### src/rtl/serial_adder_pkg.sv
// Shared types for the bit-serial adder controller.
package serial_adder_pkg;

    typedef enum logic [1:0] {
        S_IDLE = 2'b00,
        S_RUN  = 2'b01,
        S_DONE = 2'b10
    } state_t;

endpackage

### src/rtl/serial_adder_fa.sv
// One-bit full-adder slice built from two half adders; purely combinational.
module half_adder (
    input  logic a,
    input  logic b,
    output logic sum,
    output logic cout
);
    assign sum  = a ^ b;
    assign cout = a & b;
endmodule

module full_adder (
    input  logic a,
    input  logic b,
    input  logic cin,
    output logic cout,
    output logic sum
);
    logic s1, c1, c2;

    half_adder u_ha0 (.a(a),  .b(b),   .sum(s1),  .cout(c1));
    half_adder u_ha1 (.a(s1), .b(cin), .sum(sum), .cout(c2));

    assign cout = c1 | c2;
endmodule

### src/rtl/serial_adder.sv
// Bit-serial WIDTH-bit adder: operands stream LSB-first through one full-adder
// slice, one bit per clock, behind a start/busy/done handshake.
module serial_adder
    import serial_adder_pkg::*;
#(
    parameter int unsigned WIDTH = 8
) (
    input  logic             clk,
    input  logic             rst_n,
    input  logic             start,
    input  logic [WIDTH-1:0] a,
    input  logic [WIDTH-1:0] b,
    output logic             busy,
    output logic             done,
    output logic [WIDTH-1:0] sum,
    output logic             cout
);
    localparam int unsigned CNT_W = $clog2(WIDTH + 1);

    state_t           state_q;
    logic [WIDTH-1:0] a_sr_q, b_sr_q, sum_sr_q, sum_q;
    logic             carry_q, busy_q, done_q, cout_q;
    logic [CNT_W-1:0] cnt_q;

    logic             fa_s, fa_c;
    logic [WIDTH-1:0] sum_sr_d;
    logic [CNT_W-1:0] cnt_d;

    full_adder u_fa (
        .a    (a_sr_q[0]),
        .b    (b_sr_q[0]),
        .cin  (carry_q),
        .cout (fa_c),
        .sum  (fa_s)
    );

    // Widened shift keeps the MSB insert legal when WIDTH is 1.
    always_comb begin
        sum_sr_d = WIDTH'({fa_s, sum_sr_q} >> 1);
        cnt_d    = cnt_q + CNT_W'(1);
    end

    always_ff @(posedge clk or negedge rst_n) begin
        if (!rst_n) begin
            state_q  <= S_IDLE;
            a_sr_q   <= '0;
            b_sr_q   <= '0;
            sum_sr_q <= '0;
            sum_q    <= '0;
            carry_q  <= 1'b0;
            cnt_q    <= '0;
            busy_q   <= 1'b0;
            done_q   <= 1'b0;
            cout_q   <= 1'b0;
        end else begin
            case (state_q)
                S_IDLE: begin
                    if (start) begin
                        a_sr_q   <= a;
                        b_sr_q   <= b;
                        sum_sr_q <= '0;
                        carry_q  <= 1'b0;
                        cnt_q    <= '0;
                        busy_q   <= 1'b1;
                        state_q  <= S_RUN;
                    end
                end
                S_RUN: begin
                    sum_sr_q <= sum_sr_d;
                    a_sr_q   <= a_sr_q >> 1;
                    b_sr_q   <= b_sr_q >> 1;
                    carry_q  <= fa_c;
                    cnt_q    <= cnt_d;
                    if (cnt_d == CNT_W'(WIDTH)) begin
                        sum_q   <= sum_sr_d;
                        cout_q  <= fa_c;
                        busy_q  <= 1'b0;
                        done_q  <= 1'b1;
                        state_q <= S_DONE;
                    end
                end
                S_DONE: begin
                    done_q  <= 1'b0;
                    state_q <= S_IDLE;
                end
                default: begin
                    busy_q  <= 1'b0;
                    done_q  <= 1'b0;
                    state_q <= S_IDLE;
                end
            endcase
        end
    end

    assign busy = busy_q;
    assign done = done_q;
    assign sum  = sum_q;
    assign cout = cout_q;
endmodule
### config.mk
export PLATFORM = sky130hd
export DESIGN_NAME = serial_adder
export DESIGN_NICKNAME = d
export VERILOG_FILES = /design/src/rtl/serial_adder_pkg.sv /design/src/rtl/serial_adder_fa.sv /design/src/rtl/serial_adder.sv
export SDC_FILE = /design/constraint.sdc
export NUM_CORES = 1
export LEC_CHECK = 0
export ABC_CLOCK_PERIOD_IN_PS = 2700
export BUFFER_PORTS_ARGS = -buffer_cell sky130_fd_sc_hd__buf_2
export CAP_MARGIN = 15
export CORE_MARGIN = 2
export CORE_UTILIZATION = 30
export CTS_CLUSTER_SIZE = 14
export DETAILED_ROUTE_END_ITERATION = 12
export GPL_ROUTABILITY_DRIVEN = 0
export SLEW_MARGIN = 0
export SYNTH_ARGS = -nofsm -noshare
export SYNTH_HDL_FRONTEND = slang
export SYNTH_SLANG_ARGS = --single-unit
### constraint.sdc
create_clock -name clk -period 2.7 [get_ports clk]
set_input_delay 0 -clock clk [delete_from_list [all_inputs] [get_ports clk]]
set_output_delay 0 -clock clk [all_outputs]
set_load 0.05 [all_outputs]
# Word-level counts from Yosys, hierarchy flattened
# Index checks and enable logic that the tools add are counted.
# word_totals
in_bits	19
output_inout_bits	11
reg_bits	42
# classes
reduce_logical	7
muxes	18
n_bitwise	7
n_eq_ne	5
n_addsub	1
# ops
operator	count
$pmux W8 S2	3
$mux W8	3
$pmux W4 S2	1
$reduce_and A2 Y1	4
$add A4 B1 Y4 const B	1
$eq A4 B4 Y1 const B	1
$mux W1	4
$mux W2	2
$mux W4	1
$ne A2 B2 Y1 const B	2
$pmux W1 S2	2
$pmux W2 S2	1
$pmux W1 S3	1
$reduce_and A3 Y1	1
$and A1 B1 Y1	2
$eq A2 B1 Y1 const B	1
$eq A2 B2 Y1 const B	1
$logic_not A2 Y1	1
$not A1 Y1	2
$reduce_bool A2 Y1	1
$xor A1 B1 Y1	2
$or A1 B1 Y1	1

# Depth between registers and ports, before layout
# logic_depth
ltp_word	4
ltp_mapped	5

# Cells and area by module
# A second synthesis with hierarchy kept.
# unflattened
hier_cells	151
hier_area_um2	1819.2
# modules_own_cells
module	area_per_inst_um2	instances	cells_each
serial_adder	1788.0	1	148
half_adder	12.5	2	1
full_adder	6.3	1	1

# Worst setup path before layout
# OpenSTA, ideal clock, no wires.
# synth_path
kind	register to register
start	register cnt_q[1]
end	register sum_q[0], in the netlist sum[0]
required_ps	2575
path_stages_with_launch	5
setup_slack_ps	1316
t_arrival_ps	1259
setup_time_ps	125
cell_sequence	dfrtp_1 and3b_1 o2111ai_2 buf_6 mux2_4
# synth_between
elab_chain_cells	3
# synth_lines
element	line_no	text
from (decl)	serial_adder.sv:23	logic [CNT_W-1:0] cnt_q;
from (signal assigned)	serial_adder.sv:73	cnt_q <= cnt_d;
$add A4 B1 Y4	serial_adder.sv:40	cnt_d = cnt_q + CNT_W'(1);
$eq A4 B4 Y1	serial_adder.sv:74	if (cnt_d == CNT_W'(WIDTH)) begin
$reduce_and A2 Y1 (no source line)	n/a	
to (signal assigned)	serial_adder.sv:75	sum_q <= sum_sr_d;
to (decl)	serial_adder.sv:21	logic [WIDTH-1:0] a_sr_q, b_sr_q, sum_sr_q, sum_q;
# Every way passes these cells.
# A chain may end at the register's enable or synchronous reset.

# Worst setup path in the final report
# layout_path
start	register cnt_q[0]
end	register cout_q, in the netlist cout
# layout_between
elab_chain_cells	3
# layout_lines
element	line_no	text
$add A4 B1 Y4	serial_adder.sv:40	
$eq A4 B4 Y1	serial_adder.sv:74	
$reduce_and A2 Y1 (no source line)	n/a	
to (signal assigned)	serial_adder.sv:54	cout_q <= 1'b0;
to (signal assigned)	serial_adder.sv:76	cout_q <= fa_c;
to (decl)	serial_adder.sv:22	logic carry_q, busy_q, done_q, cout_q;
# Every way passes these cells.

==> flow_metrics.py <==
metrics = {
    "timing": {
        "slew_headroom_pct": 39.5,
        "post-route-min-period_ps": 1780,
        "number_of_slew_limit_violations_in_the_final_report": 0,
        "max_freq_mhz": 562,
        "final.period_utilization_pct": 65.9,
        "rsz_0062_raised_after_global_routing": "false",
        "fin_skew_ps": 7.95,
        "tightest_slew_ps": 908,
        "finalSetupViolCount": 0,
        "finalSetupTns_ps": 0,
        "finalHoldViolations": 0,
    },
    "floorplanning": {
        "horizontal_die_dimension_um": 81.9,
        "fp-row-count": 28,
        "dieArea_um2": 6700,
        "design.core.area_um2": 5890,
        "io_count": 30,
        "start_util_pct": 30.9,
        "chipHeight_um": 81.9,
    },
    "global_routing": {
        "grt.met3_usage_pct": 2.97,
        "antenna_found_initial": 0,
        "grt_util_met1_pct": 15.2,
        "maximum_number_of_pins_on_one_net_before_global_route_repair": 42,
        "gr_usage_total_pct": 11.1,
        "vias_in_the_first_global_route": 1182,
        "met2_usage_pct": 15.9,
        "globalRouteOverflowTotal": 0,
        "grt_pass1_wl_um": 5580,
        "globalRoute.busiestLayer": "met2",
    },
    "cells_and_area": {
        "seqCellArea_um2": 1030,
        "antenna-diode-count": 0,
        "multi_input_comb_area_um2": 719,
        "utilization_after_layout_pct": 38.2,
        "final_net_count": 210,
        "drive_above_1_share_pct": 26.8,
        "num-fill-cells": 595,
        "area_growth_pct": 23.6,
    },
    "detailed_routing": {
        "detail_route.wirelength_um": 3390,
        "dr.pass1.iters": 4,
        "detailroute.via_count": 1207,
        "dr.first_iter.drc_count": 38,
        "routed_wire_length_per_instance_um": 12.8,
        "detail-route-antenna-nets": 0,
        "drc": 0,
        "detail_route.vias_per_cell": 4.55,
    },
    "worst_setup_path": {
        "cpPeakStageDelay_ps": 620,
        "critical_path_buf_inv_count": 0,
        "critical_path_required_ps": 2880,
        "critical-path-slowest-cell": "sky130_fd_sc_hd__o2111ai_2",
        "arrival_ps": 1970,
        "timing.setup.critical_path_class": "reg2reg",
        "cp_top_delay_family": "compound AO/OA/AOI/OAI gates",
        "worst-path-max-fanout": 11,
        "critical_path.cell_chain": "and3b_1 -> o2111ai_2 -> mux2_2",
        "setup.worst_path.start_class": "register",
        "critPathCaptureType": "register",
    },
    "cts": {
        "clkTransAtPathRegs_ps": 70,
        "h_tree_level_count": 2,
        "numClockSinks": 41,
        "cts_post_setup_buffers_inserted": 0,
        "cts_hold_buffers": 10,
        "clkLatencyLatePin_ps": 300,
        "cts_bufs_inserted": 5,
        "postCtsResizedCells": 0,
        "tritoncts_clock_tree": "built",
        "cts_buffer_depth": 2,
        "cts-root-buf": "sky130_fd_sc_hd__clkbuf_8",
    },
    "synth": {
        "synth-warning-count": 0,
        "fraction_of_registers_with_async_set_reset_pct": 100,
        "largest_area_contributor_in_the_synthesized_netlist": "sky130_fd_sc_hd__dfrtp_1",
        "synth_sequential_area_ratio_pct": 56.4,
        "synth_nets": 172,
        "netlist_top_cells_area": "sky130_fd_sc_hd__dfrtp_1, sky130_fd_sc_hd__mux2_4, sky130_fd_sc_hd__mux2i_1, sky130_fd_sc_hd__o21ai_0, sky130_fd_sc_hd__a22o_1",
        "post_synth_instance_area_um2": 1820,
        "synth_edf_count": 0,
        "postSynthCellCount": 151,
        "synth.avg_cell_area_um2": 12.0,
        "synth_top_flop_cell": "sky130_fd_sc_hd__dfrtp_1",
        "share_of_the_synthesized_area_in_the_top_cell_type_pct": 56.4,
        "postSynthRegisterBits": 41,
        "number_of_distinct_library_cells_after_synthesis": 31,
    },
    "status": {
        "outcome": "complete, no violations",
    },
    "power": {
        "power_per_cell_area_nw_per_um2": 1180,
        "p_leak_nw": 1.11,
        "power.ir.vdd_worst_v": 0.000524,
    },
    "place": {
        "io_buffers": 29,
        "place.detailed.hpwl_um": 2270,
    },
    "hold_path": {
        "min-delay-path-class": "in2reg",
    },
    "job": {
        "cap_viol_max_count": 0,
    },
}
==> path summary, 6_finish.rpt <==
check / slack [ps] / cells past startpoint / endpoint / startpoint
worst min register to register: 490 / 2 / b_sr_q[1] / b_sr_q[1]
worst max-delay path: 920 / 3 / cout / cnt_q[0]
max in group asynchronous: 1770 / 2 / cnt_q[3] / rst_n
worst min-delay path: 0.2 / 3 / a_sr_q[3] / a[3]
min in group asynchronous: 360 / 2 / sum[2] / rst_n
worst max register to register: 920 / 3 / cout / cnt_q[0]
==> state kept, by name, indices dropped and copies added (netlist names) <==
| register | cells |
|---|---|
| a_sr_q | 8 |
| cout | 1 |
| state_q | 2 |
| cnt_q | 4 |
| b_sr_q | 8 |
| busy | 1 |
| carry_q | 1 |
| done | 1 |
| sum | 8 |
| sum_sr_q | 7 |
==> worst min-delay path, cell delays in order <==
cell                      delay, ps
sky130_fd_sc_hd__buf_2           70
sky130_fd_sc_hd__mux2i_1         50
sky130_fd_sc_hd__o21ai_0        130
==> cell families (layout without fill, tap and decap cells) <==
kind of cell               Yosys count  after routing  synth area share [%]
muxes                               20             20                  13.3
buffers and inverters               14             53                  4.06
AOI/OAI and AO/OA                   46             46                  16.8
adders and majority gates            2              2                  1.79
and+or+nand+nor                     28             28                  7.70
DFF                                 41             41                  56.4
==> cell usage after synthesis (3+ instances only) <==
master,count
sky130_fd_sc_hd__nand2_1,16
sky130_fd_sc_hd__dfrtp_1,41
sky130_fd_sc_hd__mux2i_1,11
sky130_fd_sc_hd__buf_2,8
sky130_fd_sc_hd__inv_1,4
sky130_fd_sc_hd__o21ai_1,4
sky130_fd_sc_hd__mux2_4,8
sky130_fd_sc_hd__a21oi_1,6
sky130_fd_sc_hd__a22o_1,9
sky130_fd_sc_hd__nor2b_1,6
sky130_fd_sc_hd__a22oi_1,3
sky130_fd_sc_hd__o21ai_0,16
==> where the power goes <==
| part | total, W | leakage (nW) | switching, W | internal (W) |
|---|---|---|---|---|
| Clock | 0.000581 | 0.0681 | 0.000214 | 0.000367 |
| Sequential | 0.00105 | 0.527 | 0.000190 | 0.000863 |
| Combinational | 0.00102 | 0.518 | 0.000588 | 0.000431 |
==> cells in the final DEF (no fill, tap or decap), types with 2 or more instances in the layout <==
cell,Yosys,routed
sky130_fd_sc_hd__a21oi_1,6,6
sky130_fd_sc_hd__a22o_1,9,9
sky130_fd_sc_hd__a22oi_1,3,3
sky130_fd_sc_hd__buf_2,8,29
sky130_fd_sc_hd__buf_4,1,2
sky130_fd_sc_hd__bufinv_16,0,2
sky130_fd_sc_hd__clkbuf_8,0,5
sky130_fd_sc_hd__dfrtp_1,41,41
sky130_fd_sc_hd__dlygate4sd3_1,0,10
sky130_fd_sc_hd__inv_1,4,4
sky130_fd_sc_hd__mux2_4,8,8
sky130_fd_sc_hd__mux2i_1,11,11
sky130_fd_sc_hd__nand2_1,16,16
sky130_fd_sc_hd__nor2b_1,6,6
sky130_fd_sc_hd__o21ai_0,16,16
sky130_fd_sc_hd__o21ai_1,4,4
==> routing by layer <==
metal	up-vias	routed length, µm
met3	6	156
met1	565	1760
met5	-	0
met2	27	1410
li1	609	-
met4	0	63
==> area by class of cell <==
type	instances	area share [%]
Timing Repair Buffer	41	11.6
Clock buffer	5	3.06
Clock inverter	3	2.89
Sequential cell	41	45.6
Multi-Input combinational cell	96	32.0
Inverter	4	0.668
Tap cell	75	4.17
==> stage by stage <==
stage / cells / power, W / instance area [µm²] / hold slack (ps) / setup WS (ps)
5_1_grt: 265 / 0.00285 / 2250 / 6.05 / 789
6_report: 265 / 0.00265 / 2250 / 0.200 / 919
3_5_place_dp: 247 / 0.00209 / 2010 / 176 / 885
2_1_floorplan: 151 / 0.00187 / 1820 / -296 / 1320
3_3_place_gp: 247 / 0.00207 / 2010 / 179 / 937
4_1_cts: 265 / 0.00269 / 2250 / 1.18 / 865
Note: power is estimated with default switching activity, not from simulation.
